## src/rtl/we_event_monitor.sv

```systemverilog
// Per-channel event monitor: edge/level counting with wrap or saturate, sticky and
// overflow flags, masked clear, and a snapshot/readback path for host counter reads.
module we_event_monitor #(
  parameter int N_CH = 8,
  parameter int CNT_W = 32,
  parameter bit SATURATE = 1'b0,
  localparam int SEL_W = (N_CH > 1) ? $clog2(N_CH) : 1
) (
  input  logic             clk,
  input  logic             rst_n,
  input  logic             en,
  input  logic [N_CH-1:0]  evt_in,
  input  logic [N_CH-1:0]  cnt_mode,
  input  logic             clr,
  input  logic [N_CH-1:0]  clr_mask,
  input  logic             snap,
  input  logic [SEL_W-1:0] rd_sel,
  output logic [CNT_W-1:0] rd_data,
  output logic [N_CH-1:0]  trig_out,
  output logic [N_CH-1:0]  sticky,
  output logic [N_CH-1:0]  ovf
);

  localparam logic [CNT_W-1:0] CNT_MAX = '1;
  localparam logic [CNT_W-1:0] CNT_ONE = {{(CNT_W-1){1'b0}}, 1'b1};

  logic [N_CH-1:0]  evt_q;
  logic [N_CH-1:0]  rise;
  logic [N_CH-1:0]  inc;
  logic [N_CH-1:0]  clr_hit;
  logic [CNT_W-1:0] cnt    [N_CH];
  logic [CNT_W-1:0] shadow [N_CH];

  always_comb begin
    rise    = evt_in & ~evt_q;
    clr_hit = {N_CH{clr}} & clr_mask;
    inc     = '0;
    for (int i = 0; i < N_CH; i++) begin
      inc[i] = en & (cnt_mode[i] ? evt_in[i] : rise[i]);
    end
  end

  always_ff @(posedge clk or negedge rst_n) begin
    if (!rst_n) begin
      evt_q    <= '0;
      trig_out <= '0;
    end else begin
      evt_q    <= evt_in;
      trig_out <= {N_CH{en}} & rise;
    end
  end

  // Shadows sample the pre-update count, so snap+clr together reads and clears atomically.
  always_ff @(posedge clk or negedge rst_n) begin
    if (!rst_n) begin
      for (int i = 0; i < N_CH; i++) begin
        cnt[i]    <= '0;
        shadow[i] <= '0;
      end
      sticky <= '0;
      ovf    <= '0;
    end else begin
      for (int i = 0; i < N_CH; i++) begin
        if (snap) begin
          shadow[i] <= cnt[i];
        end
        if (clr_hit[i]) begin
          cnt[i] <= inc[i] ? CNT_ONE : '0;
          ovf[i] <= 1'b0;
        end else if (inc[i]) begin
          if (cnt[i] == CNT_MAX) begin
            cnt[i] <= SATURATE ? CNT_MAX : '0;
            ovf[i] <= 1'b1;
          end else begin
            cnt[i] <= cnt[i] + CNT_ONE;
          end
        end
        if (rise[i]) begin
          sticky[i] <= 1'b1;
        end else if (clr_hit[i]) begin
          sticky[i] <= 1'b0;
        end
      end
    end
  end

  always_ff @(posedge clk or negedge rst_n) begin
    if (!rst_n) begin
      rd_data <= '0;
    end else if (int'(rd_sel) < N_CH) begin
      rd_data <= shadow[rd_sel];
    end else begin
      rd_data <= '0;
    end
  end

endmodule
```

## config.mk

```make
export PLATFORM = sky130hd
export DESIGN_NAME = we_event_monitor
export DESIGN_NICKNAME = d
export VERILOG_FILES = /design/src/rtl/we_event_monitor.sv
export SDC_FILE = /design/constraint.sdc
export NUM_CORES = 1
export LEC_CHECK = 0
export BUFFER_PORTS_ARGS = -buffer_cell sky130_fd_sc_hd__buf_2
export CAP_MARGIN = 10
export CORE_MARGIN = 2
export CORE_UTILIZATION = 56
export CTS_BUF_LIST = sky130_fd_sc_hd__clkbuf_16
export DETAILED_ROUTE_END_ITERATION = 6
export MAX_ROUTING_LAYER = met4
export PLACE_DENSITY = 0.76
export SLEW_MARGIN = 5
export SYNTH_ARGS = -nofsm -noshare
export SYNTH_HDL_FRONTEND = slang
export SYNTH_SLANG_ARGS = --single-unit
```

## constraint.sdc

```tcl
create_clock -name clk -period 2.4 [get_ports clk]
set_input_delay 0.12 -clock clk [delete_from_list [all_inputs] [get_ports clk]]
set_output_delay 0.12 -clock clk [all_outputs]
set_load 0.05 [all_outputs]
```

==> results of run 1 <==
-- power by group through the flow --
stage                     logic [mW]  registers, mW  clock network [mW]
after floorplan                0.671           10.3                   0
after global placement          1.36           10.2                   0
after detailed placement        1.39           10.2                   0
after CTS                       1.43           10.1                9.23
after global routing            1.55           10.1                9.69
final                           1.42           10.1                9.13
-- what timing repair did --
| item | CTS | global route |
|---|---|---|
| endpoints found under the hold margin | 403 | 0 |
| setup endpoints to repair | 0 | 5 |
| hold buffers | 20 | 0 |
| resized for setup | 0 | 2 |
-- tightest hold or removal path, delay by kind of cell --
| kind | cells | cell delay, ns |
|---|---|---|
| buffers and inverters | 1 | 0.10 |
| AO/OA/AOI/OAI | 1 | 0.08 |
| AND/OR/NAND/NOR | 2 | 0.28 |
-- cell usage in the layout, fill, tap and decap left out, types with 22 or more instances in the layout --
cell,count
buf_4,105
dfrtp_1,576
o21ai_0,27
nor2_1,218
nand2_1,123
mux4_2,64
xor2_1,83
nand4_1,117
buf_2,84
mux2_2,288
and4_1,27
o31ai_1,25
and2_1,22
xnor2_1,99
and3_1,37
or4_1,32
nand3_1,89
nor4_1,65
clkbuf_16,59
nor3_1,34
a21oi_1,57
inv_1,49
-- area by class of cell --
cell class              instances  area (sq um)  share of cell area, %
flip-flops and latches        576         14400                   46.4
multi-input cells            1561         12000                   38.7
repair buffers                229          1800                   5.80
clock buffers                  59          1480                   4.76
well taps                     615           769                   2.48
clock inverters                45           423                   1.36
inverters                      40           150                  0.484
diodes                          1          2.50                0.00806
-- through the flow --
stage	instances	instance area (sq um)
6_report	3126	31000
5_1_grt	3126	31000
3_3_place_gp	3001	28900
3_5_place_dp	3001	28900
2_1_floorplan	2296	27000
4_1_cts	3125	31000
-- routing by layer --
metal / share of wire, % / vias to the layer above
li1: - / 8726
met2: 44 / 683
met5: 0 / -
met1: 46 / 9962
met4: 2.8 / 0
met3: 8.0 / 100
-- worst paths after layout --
kind | start | endpoint | slack, ns | cells past startpoint
worst max-delay path | cnt[80] | cnt[91] | 0.07 | 5
worst min-delay path | cnt_mode[6] | cnt[33] | 0.02 | 4
worst max register to register | cnt[80] | cnt[91] | 0.07 | 5
worst min register to register | evt_q[2] | trig_out[2] | 0.44 | 1
max in group asynchronous | rst_n | trig_out[4] | 1.42 | 3
min in group asynchronous | rst_n | cnt[33] | 0.08 | 2
-- logic make-up (layout without fill, tap and decap cells) --
group / Yosys count / after routing / share of synthesized area, %
buffers and inverters: 159 / 373 / 2.28
other: 0 / 1 / 0
AO/OA/AOI/OAI: 178 / 178 / 4.21
flip-flops: 576 / 576 / 53.4
adder cells (fa/ha/maj): 8 / 8 / 0.371
XOR/XNOR: 182 / 182 / 5.90
multiplexers: 355 / 355 / 17.5
AND/OR/NAND/NOR: 838 / 838 / 16.4
-- sequential cells by signal (all words and copies together) (netlist names) --
| signal | count |
|---|---|
| cnt | 256 |
| shadow | 256 |
| rd_data | 32 |
| evt_q | 8 |
| ovf | 8 |
| sticky | 8 |
| trig_out | 8 |
==> impl_results.md, run 1 <==
* Most used DFF post-synth: dfrtp_1
* Final Util at 65.2%
* Nets at 2506
* CTS Buf Count at 58
* PwrDens at 664 nW/um^2
* Worst setup path category: reg -> reg
* H-tree Lvls at 2
* Logic pwr share at 6.9%
* Post-synth EDFFs at 0
* Dpl hpwl at 49800 microns
* Top-count cell post-synth: dfrtp_1
* Die ar. at 50000 sq um
* Seq pwr share at 48.9%
* Outcome: complete, no violations
* Clock Sink Count at 576
* Fin crit period at 2.33 ns
* DRT iter0 DRCs at 2332
* Max Slew Vio Count at 0
* Filler instances at 3498
* Gate Count Post-Synth at 2296
* Die height at 224 microns
* Final wirelength at 69800 microns
* Netlist cell types at 67
* Peak supply drop at 0.709 mV
* Std-Cell Rows at 80
* Period utilization at 96.9%
* Port buffer count at 87
* Sequential area share after synthesis at 53.4%
* RSZ-0062 raised after global routing: true
* GPL Wtd Cong at 0.923
* Layout cells sized above 1 at 26.8%
* Hold Crit Class: in -> reg
* Pwr Total at 20.6 mW
* Setup_tns at 0 ns
* First-pass GRT wire length at 110000 microns
* Worst-Skew Late Latency at 0.62 ns
* Core ar. at 47600 sq um
* Post-CTS setup buffer count at 0
* MaxCap Viol Count at 0
* CP arrival at 2.86 ns
* DRC Markers at 0
* Area grow syn2layout at 15.0%
* Initial core utilization at 56.7%
* Register bit total from synthesis at 576
* Crit-path slowest cell: or4_4
* GRT Util Overall at 29.4%
* Max_slew headroom at 44.7%
* Syn avg cell area at 11.8 sq um
* TritonCTS clock tree: yes
* Worst Path Required at 2.93 ns
* Switching pwr at 4.93 mW
* Final Hold Viols at 0
* Leak at 14.1 nW
* Switching share of power at 23.9%
* DR WL/cell at 22.3 microns
* CP endpoint kind: flop
* Setup violations, final at 0
* Asr flop ratio synth at 100%
* Met1 Use GR at 43.3%
* Vias post-DR at 19.5k
* Die extent in x at 224 microns
* Clock Skew at 0.0237 ns
* CP max stage delay at 0.61 ns
* Internal power at 15.7 mW
* Vias/cell at 6.23
* Clock network fraction of total power at 44.3%
* FMAX at 0.430 GHz
* Least-Margin Pin Slew at 0.829 ns
* Crit path cell chain: nand4_1, or4_4, or3_4, or4_1, a21oi_1
* CP top delay family: simple AND/OR/NAND/NOR gates
* CTS root buf: clkbuf_16
* Met3 GRT Util at 6.35%
* Clock transition at the registers of the reported paths at 0.06 ns
* Drt first pass iters at 6
* Critical path fanouts, max at 12
* Overflow after GRT at 0
* Mapped Area at 27000 sq um
* Vias in the first global route at 18.7k
* Initial antenna violation count at 4
* CTS Buffer Depth at 3
* Busiest metal layer after global routing: met1
* YS warnings at 0
* Dominant cells by area after synthesis: dfrtp_1, mux2_2, mux4_2
* Met2 Use GR at 41.7%
* Share of the synthesized area in the top cell type at 53.4%
* Top cell type by total area after synthesis: dfrtp_1
* Post-route ant nets at 0
* Worst path bufs/invs at 0
* IO Count at 88
* Hold slack at 0.0218 ns
* Post-Syn Nets at 2336
* Setup crit start kind: flop
* Pre-CTS setup slack at 0.0753 ns
* Final WS setup at 0.0750 ns
* Commonest cells post-synth: dfrtp_1, mux2_2, nor2_1
* Largest net degree at the start of global routing at 90
(Power assumes the default switching activity.)
==> inputs of run 2 (changes only) <==
--- a/config.mk
+++ b/config.mk
@@ -7,12 +7,13 @@
 export LEC_CHECK = 0
 export BUFFER_PORTS_ARGS = -buffer_cell sky130_fd_sc_hd__buf_2
 export CAP_MARGIN = 10
+export CORE_ASPECT_RATIO = 0.9
 export CORE_MARGIN = 2
 export CORE_UTILIZATION = 56
 export CTS_BUF_LIST = sky130_fd_sc_hd__clkbuf_16
 export DETAILED_ROUTE_END_ITERATION = 6
 export MAX_ROUTING_LAYER = met4
-export PLACE_DENSITY = 0.76
+export PLACE_DENSITY_LB_ADDON = 0.15
 export SLEW_MARGIN = 5
 export SYNTH_ARGS = -nofsm -noshare
 export SYNTH_HDL_FRONTEND = slang
==> impl_results.md, run 2 (synthesis results as in run 1) <==
* Outcome: complete, no violations
* Least-Margin Pin Slew at 1.02 ns
* Initial core utilization at 56.6%
* Initial antenna violation count at 3
* Inserted Diodes at 0
* Filler instances at 3613
* Clock Sink Count at 576
* Worst setup path category: reg -> reg
* CTS Buffer Depth at 3
* Fin crit period at 2.32 ns
* H-tree Lvls at 2
* Vias/cell at 6.21
* Die ar. at 50000 sq um
* Final instance area at 31100 sq um
* Post-route ant nets at 0
* Setup violations, final at 0
* CTS Buf Count at 58
* Worst Reg-to-Reg Cells at 5
* Drt first pass iters at 7
* Period utilization at 96.8%
* Setup_tns at 0 ns
* Overflow after GRT at 0
* R2r setup slk at 0.08 ns
* Biggest registers after layout: cnt: 256 flops, shadow: 256 flops, rd_data: 32 flops
* Crit-path slowest cell: or4_1
* Met1 Use GR at 46.3%
* Hold Crit Class: in -> reg
* PwrDens at 665 nW/um^2
* Die extent in x at 235 microns
* Leak at 14.2 nW
* RSZ-0062 raised after global routing: false
* Worst Path Required at 2.94 ns
* Final Hold Viols at 0
* Layout cells sized above 1 at 27.1%
* CP endpoint: cnt[86]
* Core ar. at 47700 sq um
* Dpl hpwl at 51100 microns
* IO Count at 88
* Max Slew Vio Count at 0
* MaxCap Viol Count at 0
* TritonCTS clock tree: yes
* FMAX at 0.431 GHz
* Vias post-DR at 19.5k
* Most common cell after layout, fill and taps aside: dfrtp_1
* Max_slew headroom at 31.5%
* Final Util at 65.2%
* Vias in the first global route at 18.6k
* CP max stage delay at 0.62 ns
* Crit path depth at 5
* Reg-to-reg endpoint: cnt[86]
* Area after DPL at 28900 sq um
* First-pass GRT wire length at 112000 microns
* GPL Wtd Cong at 0.938
* Most frequent cells in the layout: dfrtp_1, mux2_2, nor2_1
* Largest net degree at the start of global routing at 80
* Worst path bufs/invs at 0
* Critical path fanouts, max at 4
* Busiest metal layer after global routing: met1
* Pwr Total at 20.7 mW
* CP arrival at 2.86 ns
* Met3 GRT Util at 5.14%
* Die height at 212 microns
* DR WL/cell at 22.7 microns
* Setup crit start kind: flop
* Port buffer count at 87
* Std-Cell Rows at 76
* Peak supply drop at 0.608 mV
* CP top delay family: simple AND/OR/NAND/NOR gates
* Final wirelength at 71300 microns
* Met2 Use GR at 41.2%
* DRT iter0 DRCs at 1786
* Clock Skew at 0.0147 ns
* Area grow syn2layout at 15.3%
* Crit path cell chain: nand4_1, or4_1, or4_4, or3_1, a21oi_1
* CP Launch Point: cnt[80]
* Nets at 2506
* CTS root buf: clkbuf_16
* Worst-Skew Late Latency at 0.62 ns
* DRC Markers at 0
* Clock transition at the registers of the reported paths at 0.06 ns
* Reg-to-reg startpoint: cnt[80]
* GRT Util Overall at 30.0%
* CP endpoint kind: flop
-- run 2: changes by cell type in the layout (fill, tap and decap cells not counted), sizes merged --
cell / before / now
diode: 1 / 0
clkinv: 21 / 27
dlygate4sd3: 20 / 24
inv: 50 / 49
buf: 209 / 205
clkinvlp: 6 / 3
-- run 2: power breakdown --
group	switching (mW)	leakage (nW)	internal, mW
Combinational	0.886	5.24	0.519
Clock	3.88	0.972	5.30
Sequential	0.211	7.95	9.89
Total	4.98	14.2	15.7
-- run 2: layout make-up --
class	count	area, sq um	area share [%]
inverters	40	150	0.482
flip-flops and latches	576	14400	46.3
multi-input cells	1561	12000	38.7
clock buffers	59	1480	4.74
repair buffers	229	1830	5.89
well taps	624	781	2.51
clock inverters	47	425	1.37
-- run 2: what timing repair did --
| item | CTS | global route |
|---|---|---|
| buffers inserted | 0 | 3 |
| gates resized for setup | 0 | 7 |
| hold endpoints to repair | 412 | 0 |
| setup endpoints to repair | 0 | 11 |
| hold buffers | 24 | 0 |
-- run 2: metrics by stage --
step / hold WS [ns] / cells / setup slack (ns)
6_report: 0.0447 / 3136 / 0.0778
5_1_grt: 0.0565 / 3136 / 0.0288
4_1_cts: 0.00118 / 3133 / 0.0561
3_5_place_dp: 0.156 / 3003 / 0.100
3_3_place_gp: 0.154 / 3003 / 0.114
2_1_floorplan: -0.176 / 2296 / 0.102
-- run 2: worst register-to-register path, stage by stage, from the launching register on --
cell	delay, ns
dfrtp_1	0.38
nand4_1	0.16
or4_1	0.62
or4_4	0.60
or3_1	0.32
a21oi_1	0.16
-- run 2: worst min path at each step --
stage,slack [ns],from,cells past startpoint,to
detailed placement,0.16,rst_n,1,cnt[119]
floorplan,-0.18,rst_n,0,cnt[0]
CTS,0.001,cnt_mode[2],5,cnt[160]
global route,0.06,cnt_mode[2],5,cnt[160]
global placement,0.15,rst_n,1,cnt[121]
finish,0.04,cnt_mode[2],5,cnt[160]
-- run 2: routing by layer --
metal | wire length, microns | up-vias | part of all wire, %
li1 | - | 8737 | -
met1 | 33900 | 9995 | 47
met2 | 30300 | 656 | 42
met3 | 5560 | 88 | 7.8
met4 | 1580 | 0 | 2.2
met5 | 0 | - | 0
==> inputs of run 3 (changes only) <==
--- a/config.mk
+++ b/config.mk
@@ -8,12 +8,13 @@
 export BUFFER_PORTS_ARGS = -buffer_cell sky130_fd_sc_hd__buf_2
 export CAP_MARGIN = 10
 export CORE_ASPECT_RATIO = 0.9
-export CORE_MARGIN = 2
+export CORE_MARGIN = 3
 export CORE_UTILIZATION = 56
 export CTS_BUF_LIST = sky130_fd_sc_hd__clkbuf_16
 export DETAILED_ROUTE_END_ITERATION = 6
 export MAX_ROUTING_LAYER = met4
 export PLACE_DENSITY_LB_ADDON = 0.15
+export SETUP_SLACK_MARGIN = 0.5
 export SLEW_MARGIN = 5
 export SYNTH_ARGS = -nofsm -noshare
 export SYNTH_HDL_FRONTEND = slang
==> impl_results.md, run 3 (synthesis results as in run 1) <==
* Outcome: complete, no violations
* Clock Sink Count at 576
* CP endpoint kind: flop
* MaxCap Viol Count at 0
* Final wirelength at 78800 microns
* GRT Util Overall at 30.4%
* Worst setup path category: reg -> reg
* Final instance area at 34300 sq um
* Max Slew Vio Count at 0
* Die extent in x at 237 microns
* Peak supply drop at 0.576 mV
* Pwr Total at 21.5 mW
* Vias/cell at 6.25
* Leak at 15.4 nW
* Port buffer count at 87
* Die ar. at 50900 sq um
* Area grow syn2layout at 27.1%
* FMAX at 0.468 GHz
* Critical path fanouts, max at 8
* CP top delay family: simple AND/OR/NAND/NOR gates
* Dpl hpwl at 50700 microns
* Biggest registers after layout: cnt: 256 flops, shadow: 256 flops, rd_data: 32 flops
* CTS Buf Count at 59
* Setup violations, final at 0
* Vias in the first global route at 19.6k
* PwrDens at 627 nW/um^2
* CP max stage delay at 0.58 ns
* CTS Buffer Depth at 3
* Clock Skew at 0.0141 ns
* Initial antenna violation count at 7
* Finished Layout Cells at 3317
* First-pass GRT wire length at 117000 microns
* Std-Cell Rows at 75
* CTS root buf: clkbuf_16
* Post-route ant nets at 0
* Area after DPL at 29000 sq um
* Worst-Skew Late Latency at 0.62 ns
* DRT iter0 DRCs at 2191
* Drt first pass iters at 7
* Setup crit start kind: flop
* Core ar. at 47100 sq um
* Largest net degree at the start of global routing at 79
* DRC Markers at 0
* Die height at 214 microns
* GPL Wtd Cong at 0.931
* Most frequent cells in the layout: dfrtp_1, mux2_2, buf_4
* Crit-path slowest cell: or4_4
* TritonCTS clock tree: yes
* Placed cells at 2988
* Least-Margin Pin Slew at 0.865 ns
* Nets at 2691
* Final Hold Viols at 0
* Top cell by count, worst path: buf_4
* Most common cell after layout, fill and taps aside: dfrtp_1
* Max_slew headroom at 42.3%
* Clock transition at the registers of the reported paths at 0.06 ns
* IO Count at 88
* Inserted Diodes at 0
* Fin crit period at 2.13 ns
* RSZ-0062 raised after global routing: true
* CP arrival at 2.65 ns
* H-tree Lvls at 2
* Initial core utilization at 57.3%
* Pre-CTS setup slack at 0.0494 ns
* Final WS setup at 0.265 ns
* Crit path cell chain: nand4_1, or3_4, or4_4, buf_4, buf_4, xnor2_1, nor2_1
* Period utilization at 88.9%
* Setup_tns at 0 ns
* Worst Path Required at 2.91 ns
* Hold slack at 0.00348 ns
* Final Util at 72.8%
* Overflow after GRT at 0
* Hold Crit Class: in -> async
* Vias post-DR at 20.7k
* DR WL/cell at 23.8 microns
* Layout cells sized above 1 at 42.2%
* Worst path bufs/invs at 2
run 3: changes by cell type in the layout (fill, tap and decap cells not counted), sizes merged, moves of 2 or more:
cell	before	now
dlygate4sd3	24	21
clkinv	27	33
bufinv	8	11
clkinvlp	3	1
clkbuf	59	69
buf	205	382
inv	49	45
run 3: worst paths after layout:
path                           start     endpoint  slack (ns)  depth (start not counted)
setup / recovery            cnt[104]     cnt[114]        0.27                          7
hold / removal                 rst_n     cnt[122]       0.003                          2
setup reg to reg            cnt[104]     cnt[114]        0.27                          7
hold reg to reg             evt_q[3]  trig_out[3]        0.44                          1
max in group asynchronous      rst_n      cnt[64]        1.47                          3
min in group clk           rd_sel[0]  rd_data[19]        0.05                          3
run 3: layout make-up:
class                           instances  area, sq um
Fill cell                            3033        12800
Inverter                               40          150
Multi-Input combinational cell       1562        13300
Timing Repair Buffer                  412         3630
Clock buffer                           61         1530
Tap cell                              616          771
Sequential cell                       576        14500
Clock inverter                         50          505
run 3: routing by layer:
layer,track usage [%],routed length (microns)
met5,-,0
met4,8.76,2340
met3,6.47,7610
met2,41.4,34000
met1,46.1,34900
run 3: timing repair:
| action | CTS | global route |
|---|---|---|
| resized for setup | 142 | 244 |
| endpoints found under the hold margin | 505 | 0 |
| hold buffers | 21 | 0 |
| endpoints found under the setup margin | 238 | 253 |
| pin swaps | 36 | 79 |
| setup buffers | 94 | 84 |
| cloned | 10 | 9 |
run 3: report_power, final:
group	leakage [nW]	internal (mW)	switching, mW
Combinational	6.50	0.673	1.02
Clock	1.03	5.76	3.94
Sequential	7.86	9.90	0.208
